`src/rtl/decodificador_varredura_if.sv`:
```
// Bus bundle for the scanning one-hot decoder: control/index inputs and the
// registered one-hot outputs. The controller side uses "master", the decoder
// uses "slave".
interface decodificador_varredura_if #(
    parameter int N_BITS = 3
);
    localparam int OUT_W = 2 ** N_BITS;

    logic              en;
    logic              modo;
    logic [N_BITS-1:0] a;
    logic [N_BITS-1:0] ultimo;
    logic [OUT_W-1:0]  s;
    logic [N_BITS-1:0] idx;
    logic              fim_ciclo;

    modport master (
        output en, modo, a, ultimo,
        input  s, idx, fim_ciclo
    );

    modport slave (
        input  en, modo, a, ultimo,
        output s, idx, fim_ciclo
    );
endinterface

```
`src/rtl/decodificador_varredura.sv`:
```
// Registered N-to-2^N one-hot decoder with two modes: direct decode of a
// binary index, or an autonomous scan that walks the active output through
// 0..ultimo at a prescaled rate. Typical load: display anodes, row strobes,
// chip selects.
module decodificador_varredura #(
    parameter int N_BITS      = 3,
    parameter int PRESC       = 4,
    parameter int ATIVO_BAIXO = 0
) (
    input logic                clk,
    input logic                rst_n,
    decodificador_varredura_if.slave bus
);
    localparam int OUT_W   = 2 ** N_BITS;
    localparam int PRESC_W = (PRESC > 1) ? $clog2(PRESC) : 1;
    localparam logic [PRESC_W-1:0] PRESC_MAX = PRESC_W'(PRESC - 1);
    localparam logic [OUT_W-1:0]   INATIVO   =
        (ATIVO_BAIXO != 0) ? {OUT_W{1'b1}} : {OUT_W{1'b0}};

    // The registered copy of "modo" is the only mode state; leaving direct
    // mode for scan is what restarts the sequence from index 0.
    typedef enum logic {
        MODO_DIRETO    = 1'b0,
        MODO_VARREDURA = 1'b1
    } modo_t;

    modo_t              modo_q, modo_d;
    logic [N_BITS-1:0]  idx_q, idx_d;
    logic [PRESC_W-1:0] presc_q, presc_d;
    logic [OUT_W-1:0]   s_q, s_d;
    logic               fim_q, fim_d;

    // One active bit at position k, inverted as a whole for active-low loads.
    function automatic logic [OUT_W-1:0] codifica(input logic [N_BITS-1:0] k);
        logic [OUT_W-1:0] oh;
        oh    = '0;
        oh[k] = 1'b1;
        return oh ^ INATIVO;
    endfunction

    // State register: everything, outputs included, is registered here so no
    // input reaches an output combinationally.
    always_ff @(posedge clk or negedge rst_n) begin
        if (!rst_n) begin
            modo_q  <= MODO_DIRETO;
            idx_q   <= '0;
            presc_q <= '0;
            s_q     <= INATIVO;
            fim_q   <= 1'b0;
        end else begin
            modo_q  <= modo_d;
            idx_q   <= idx_d;
            presc_q <= presc_d;
            s_q     <= s_d;
            fim_q   <= fim_d;
        end
    end

    // Next-state logic. With en low everything holds and the outputs go
    // inactive; a scan-mode entry wins over stepping, and a step past
    // "ultimo" (including ultimo lowered below idx) wraps to 0 with a pulse.
    always_comb begin
        modo_d  = modo_q;
        idx_d   = idx_q;
        presc_d = presc_q;
        s_d     = INATIVO;
        fim_d   = 1'b0;
        if (bus.en) begin
            if (bus.modo) begin
                modo_d = MODO_VARREDURA;
                if (modo_q == MODO_DIRETO) begin
                    idx_d   = '0;
                    presc_d = '0;
                end else if (presc_q == PRESC_MAX) begin
                    presc_d = '0;
                    if (idx_q >= bus.ultimo) begin
                        idx_d = '0;
                        fim_d = 1'b1;
                    end else begin
                        idx_d = idx_q + 1'b1;
                    end
                end else begin
                    presc_d = presc_q + 1'b1;
                end
            end else begin
                modo_d  = MODO_DIRETO;
                idx_d   = bus.a;
                presc_d = '0;
            end
            s_d = codifica(idx_d);
        end
    end

    assign bus.s         = s_q;
    assign bus.idx       = idx_q;
    assign bus.fim_ciclo = fim_q;

endmodule
```
`src/flat_wrapper.sv`:
```
// flat-port wrapper written by rule: the top's interface ports become plain ports
module decodificador_varredura_flat 
#(
    parameter int N_BITS      = 3,
    parameter int PRESC       = 4,
    parameter int ATIVO_BAIXO = 0
)
  (clk, rst_n, bus_en, bus_modo, bus_a, bus_ultimo, bus_s, bus_idx, bus_fim_ciclo);
  decodificador_varredura_if #(.N_BITS(N_BITS)) bus_i ();
  input logic clk;
  input logic rst_n;
  input wire logic [$bits(bus_i.en)-1:0] bus_en;
  input wire logic [$bits(bus_i.modo)-1:0] bus_modo;
  input wire logic [$bits(bus_i.a)-1:0] bus_a;
  input wire logic [$bits(bus_i.ultimo)-1:0] bus_ultimo;
  output wire logic [$bits(bus_i.s)-1:0] bus_s;
  output wire logic [$bits(bus_i.idx)-1:0] bus_idx;
  output wire logic [$bits(bus_i.fim_ciclo)-1:0] bus_fim_ciclo;
  assign bus_i.en = bus_en;
  assign bus_i.modo = bus_modo;
  assign bus_i.a = bus_a;
  assign bus_i.ultimo = bus_ultimo;
  assign bus_s = bus_i.s;
  assign bus_idx = bus_i.idx;
  assign bus_fim_ciclo = bus_i.fim_ciclo;
  decodificador_varredura #(.N_BITS(N_BITS), .PRESC(PRESC), .ATIVO_BAIXO(ATIVO_BAIXO)) u_core (.clk(clk), .rst_n(rst_n), .bus(bus_i));
endmodule
```
`config.mk`:
```
export PLATFORM = sky130hd
export DESIGN_NAME = decodificador_varredura_flat
export DESIGN_NICKNAME = d
export VERILOG_FILES = /design/src/rtl/decodificador_varredura_if.sv /design/src/rtl/decodificador_varredura.sv /design/src/flat_wrapper.sv
export SDC_FILE = /design/constraint.sdc
export NUM_CORES = 1
export LEC_CHECK = 0
export ABC_AREA = 1
export CORE_MARGIN = 2
export CORE_UTILIZATION = 44
export DETAILED_ROUTE_END_ITERATION = 6
export HOLD_SLACK_MARGIN = 0.05
export MAX_ROUTING_LAYER = met4
export PLACE_DENSITY = 0.83
export SLEW_MARGIN = 20
export SYNTH_ARGS = -nofsm -noshare
export SYNTH_HDL_FRONTEND = slang
export SYNTH_SLANG_ARGS = --single-unit
export TNS_END_PERCENT = 10
```
`constraint.sdc`:
```
create_clock -name clk -period 1.64 [get_ports clk]
set_input_delay 0.41 -clock clk [delete_from_list [all_inputs] [get_ports clk]]
set_output_delay 0.41 -clock clk [all_outputs]
set_load 0.01 [all_outputs]
```
Word-level counts from Yosys, hierarchy flattened
Cells that the tools add are included.
Storage, ports and cells
  register bits after elaboration: 15
  latch bits: 0
  bits in writable memories: 0
  ROM bits: 0
  bits of input ports: 10
  memories kept: 0
Operators by class
  add/sub/neg operators: 2
  multiply operators: 0
  divide/modulo/power cells: 0
  order comparisons: 3
  equality and inequality tests: 1
  shifts and indexed selects: 0
  muxes and demuxes: 17
  bitwise logic cells: 0
  reduce and logical (&&, ||, !) cells: 1
Operator list (count)
  3-bit two-way mux: 5
  8-bit two-way mux: 1
  1-bit two-way mux: 7
  2-bit two-way mux: 3
  3-bit by 4-bit less-than comparator with 1-bit output, second input constant: 1
  3-bit by 1-bit adder with 3-bit output, second input constant: 1
  1-bit demux with 3-bit select: 1
  3-bit by 1-bit >= comparator with 1-bit output, second input constant: 1
  3-bit >= comparator: 1
  2-bit by 1-bit adder with 2-bit output, second input constant: 1
  2-bit equality test, second input constant: 1
  1-bit logical AND: 1

Logic depth before layout (Yosys ltp)
  depth in word-level cells: 11
  gate-level depth with buffers: 11

Least setup slack after synthesis
OpenSTA, ideal clock, no wires.
  path type: reg-to-reg
  start: reg u_core.idx_q[0] (netlist: u_core.bus.idx[0])
  end: reg u_core.idx_q[0] (netlist: u_core.bus.idx[0])
  library setup time: 134 ps
  arrival time: 1328 ps
  slack: 179 ps
  stages on the path, launching flop included: 12
  path buffers: 0
  period minus slack after synthesis: 1461 ps
  cells stage by stage: dfrtp_1 -> inv_1 -> ha_1 -> inv_1 -> nand2_1 -> nand2_1 -> nand2_1 -> nand2_1 -> nand2_1 -> nand2_1 -> nand2_2 -> o21ai_0
On the way
  longest elaborated chain between the ends: 6
  elaborated cells on any way between the ends: 7
  those cells by class: 1 x add/sub; 1 x order compare; 5 x mux
Ends and longest elaborated chain
  from (decl): line decodificador_varredura.sv:28  | logic [N_BITS-1:0] idx_q, idx_d;
  from (signal assigned): line decodificador_varredura.sv:52  | idx_q <= idx_d;
  3-bit by 1-bit adder with 3-bit output or 3-bit >= comparator (tied branches): line decodificador_varredura.sv:80, decodificador_varredura.sv:76
  3-bit two-way mux: line decodificador_varredura.sv:76  | if (idx_q >= bus.ultimo) begin
  3-bit two-way mux (*): line decodificador_varredura.sv:74  | end else if (presc_q == PRESC_MAX) begin
  3-bit two-way mux (*): line decodificador_varredura.sv:71  | if (modo_q == MODO_DIRETO) begin
  3-bit two-way mux (*): line decodificador_varredura.sv:69  | if (bus.modo) begin
  3-bit two-way mux (*): line decodificador_varredura.sv:68  | if (bus.en) begin
Every way passes the cells marked *; elsewhere a longest branch is shown, timed or not. The select of a mux whose other input is x is not followed.
A chain may end at the register's enable or synchronous reset.

Final worst setup path
  start: reg u_core.idx_q[1] (netlist: u_core.bus.idx[1])
  end: out bus_idx[1]
RTL lines
  to (decl): line flat_wrapper.sv:17  | output wire logic [$bits(bus_i.idx)-1:0] bus_idx;
No word-level cell between the ends.

==> results.json <==
{
  "tightest_slew_ns": 0.333,
  "die-area_um2": 2000,
  "cp.required_ns": 1.23,
  "track_usage_pct": 18.1,
  "r2r_cells": 10,
  "post-route-period-util_pct": 97.1,
  "crit_path_cell_trace": "clkdlybuf4s50_1",
  "fin_crit_ns": 1.59,
  "clk_latency_ns": 0.28,
  "yosysTopAreaCell": "dfrtp_1",
  "root_buffer": "clkbuf_4",
  "dpl_cell_area_um2": 1000,
  "portBuffers": 21,
  "grt_pass1_wl_um": 2440,
  "crit_path_start_kind": "flip-flop",
  "ant_nets": 0,
  "power-per-cell-area_nw_per_um2": 776,
  "grt_max_degree": 16,
  "slew_viol_final": 0,
  "tns_ns": 0,
  "slowest_delay_ns": 0.54,
  "syn_nets": 102,
  "gp_congestion": 0.832,
  "drc": 0,
  "cts_buffers": 3,
  "synth_area_per_cell_um2": 8.40,
  "drive_above_1_share_pct": 24.6,
  "relSlewSlack_pct": 77.8,
  "drv_cap": 0,
  "syn_area_um2": 731,
  "critical_path_class": "reg -> out",
  "core.rowCount": 14,
  "rr_endpoint": "u_core.bus.s[4]$_DFF_PN0_",
  "crit_arrival_ns": 1.18,
  "final_common_cell": "nand2_1",
  "synth_top_cell_area_share_pct": 51.4,
  "clock_skew_ns": 0.00622,
  "end_kind": "output port",
  "firstDrtPassIters": 4,
  "vias": 664,
  "hpwl_um": 1170,
  "n_antenna_cell": 0,
  "antenna_found_initial": 0,
  "die_h_um": 44.8,
  "crit_slowest_cell": "clkdlybuf4s50_1",
  "viasPerCell": 4.96,
  "yosysWarnings": 0,
  "nNetsFinal": 134,
  "synth.distinct_cells": 15,
  "area_growth_pct": 50.7,
  "path_clk_slew_ns": 0.09,
  "drt-initial-drc-count": 13,
  "setup_viol": 0,
  "syn_inst": 87,
  "gr-total-overflow": 0,
  "peakVddDrop_uv": 496,
  "routedWlPerCell_um": 12.2,
  "min_path_type": "in -> async",
  "cts.sinks": 15,
  "ios": 22,
  "htreeDepth": 1,
  "cts_hold_buf": 0,
  "core-area_um2": 1520,
  "cellLeakagePower_uw": 0.000562,
  "grt_pass1_vias": 582,
  "synth_seq_cells": 15,
  "initial_core_util_pct": 47.9,
  "place_inst": 129,
  "critPathTopFamily": "buffers and inverters",
  "worst-path-buf-inv": 1,
  "hold_viol": 0,
  "design_area_um2": 1100,
  "run_status": "completed",
  "rrSetupSlack_ns": 0.09,
  "ys_seq_area_share_pct": 51.4,
  "finalHoldWorstSlack_ns": 0.425,
  "critPathMaxFanout": 2,
  "final_cells": 134,
  "synthTopCellsByArea": "dfrtp_1 51%, nand2_1 12%, ha_1 8.6%",
  "mostFrequentLayoutCells": "18 x nand2_1, 17 x clkdlybuf4s50_1, 15 x dfrtp_1",
  "cts_tree": "yes",
  "routed_wl_um": 1640,
  "max_freq_mhz": 628,
  "r2r_start": "u_core.bus.idx[1]$_DFFE_PN0P_",
  "die_x_um": 44.8,
  "cts.path.max_buffers": 2
}
## report_power, final
group	switching (µW)	internal, µW	total, µW
clock network	115	90.6	206
logic	125	117	242
registers	12.6	394	406
## area by class of cell
cell class / count / area (µm²)
clock buffers: 3 / 22.5
fillers: 115 / 423
multi-input cells: 60 / 368
clock inverters: 1 / 5.00
inverters: 11 / 41.3
repair buffers: 28 / 269
well taps: 16 / 20.0
flip-flops and latches: 15 / 375
## stage by stage
| step | total power, µW | util [%] | setup WS (ns) |
|---|---|---|---|
| final | 854 | 72.2 | 0.0475 |
| after global routing | 905 | 72.2 | -0.0404 |
| after CTS | 829 | 68.1 | -0.0284 |
| after detailed placement | 620 | 65.8 | -0.369 |
| after global placement | 613 | 65.8 | -0.323 |
| after floorplan | 518 | - | 0.179 |
## cell families after synthesis
kind of cell	share of synthesized area, %
simple gates	25.0
flops	51.4
buf+inv	6.16
compound gates	8.90
fa+ha+maj	8.56
## worst max path at each step
stage / start / cells after the start / slack, ns / end
floorplan: u_core.bus.idx[0]$_DFFE_PN0P_ / 11 / 0.18 / u_core.bus.idx[0]$_DFFE_PN0P_
global placement: bus_ultimo[2] / 10 / -0.32 / u_core.bus.s[7]$_DFF_PN0_
detailed placement: bus_ultimo[2] / 10 / -0.37 / u_core.bus.s[1]$_DFF_PN0_
CTS: bus_ultimo[2] / 11 / -0.03 / u_core.bus.s[1]$_DFF_PN0_
global route: bus_ultimo[0] / 11 / -0.04 / u_core.bus.s[6]$_DFF_PN0_
finish: u_core.bus.idx[1]$_DFFE_PN0P_ / 1 / 0.05 / bus_idx[1]
## routing by layer
layer / global-route usage (%) / wire length, µm
met1: 21.8 / 727
met2: 27.8 / 812
met3: 6.00 / 89
met4: 7.27 / 9
met5: - / 0
## sequential cells by signal, indices dropped and copies added (netlist names)
| register | count |
|---|---|
| u_core.bus.s | 8 |
| u_core.bus.idx | 3 |
| u_core.presc_q | 2 |
| u_core.bus.fim_ciclo | 1 |
| u_core.modo_q | 1 |
## what timing repair did
action | CTS | global route
pin swaps | 1 | 7
setup buffers | 1 | 0
resized for setup | 3 | 17
setup endpoints to repair | 12 | 10
## synth_stat cells (all sizes together)
master	count
nand2	25
dfrtp	15
nor2	15
inv	11
a21oi	5
ha	5
nand3	3
a31oi	2
o21ai	2
a21boi	1
clkbuf	1
nor3	1
o22ai	1
Note: power is estimated with default switching activity, not from simulation.
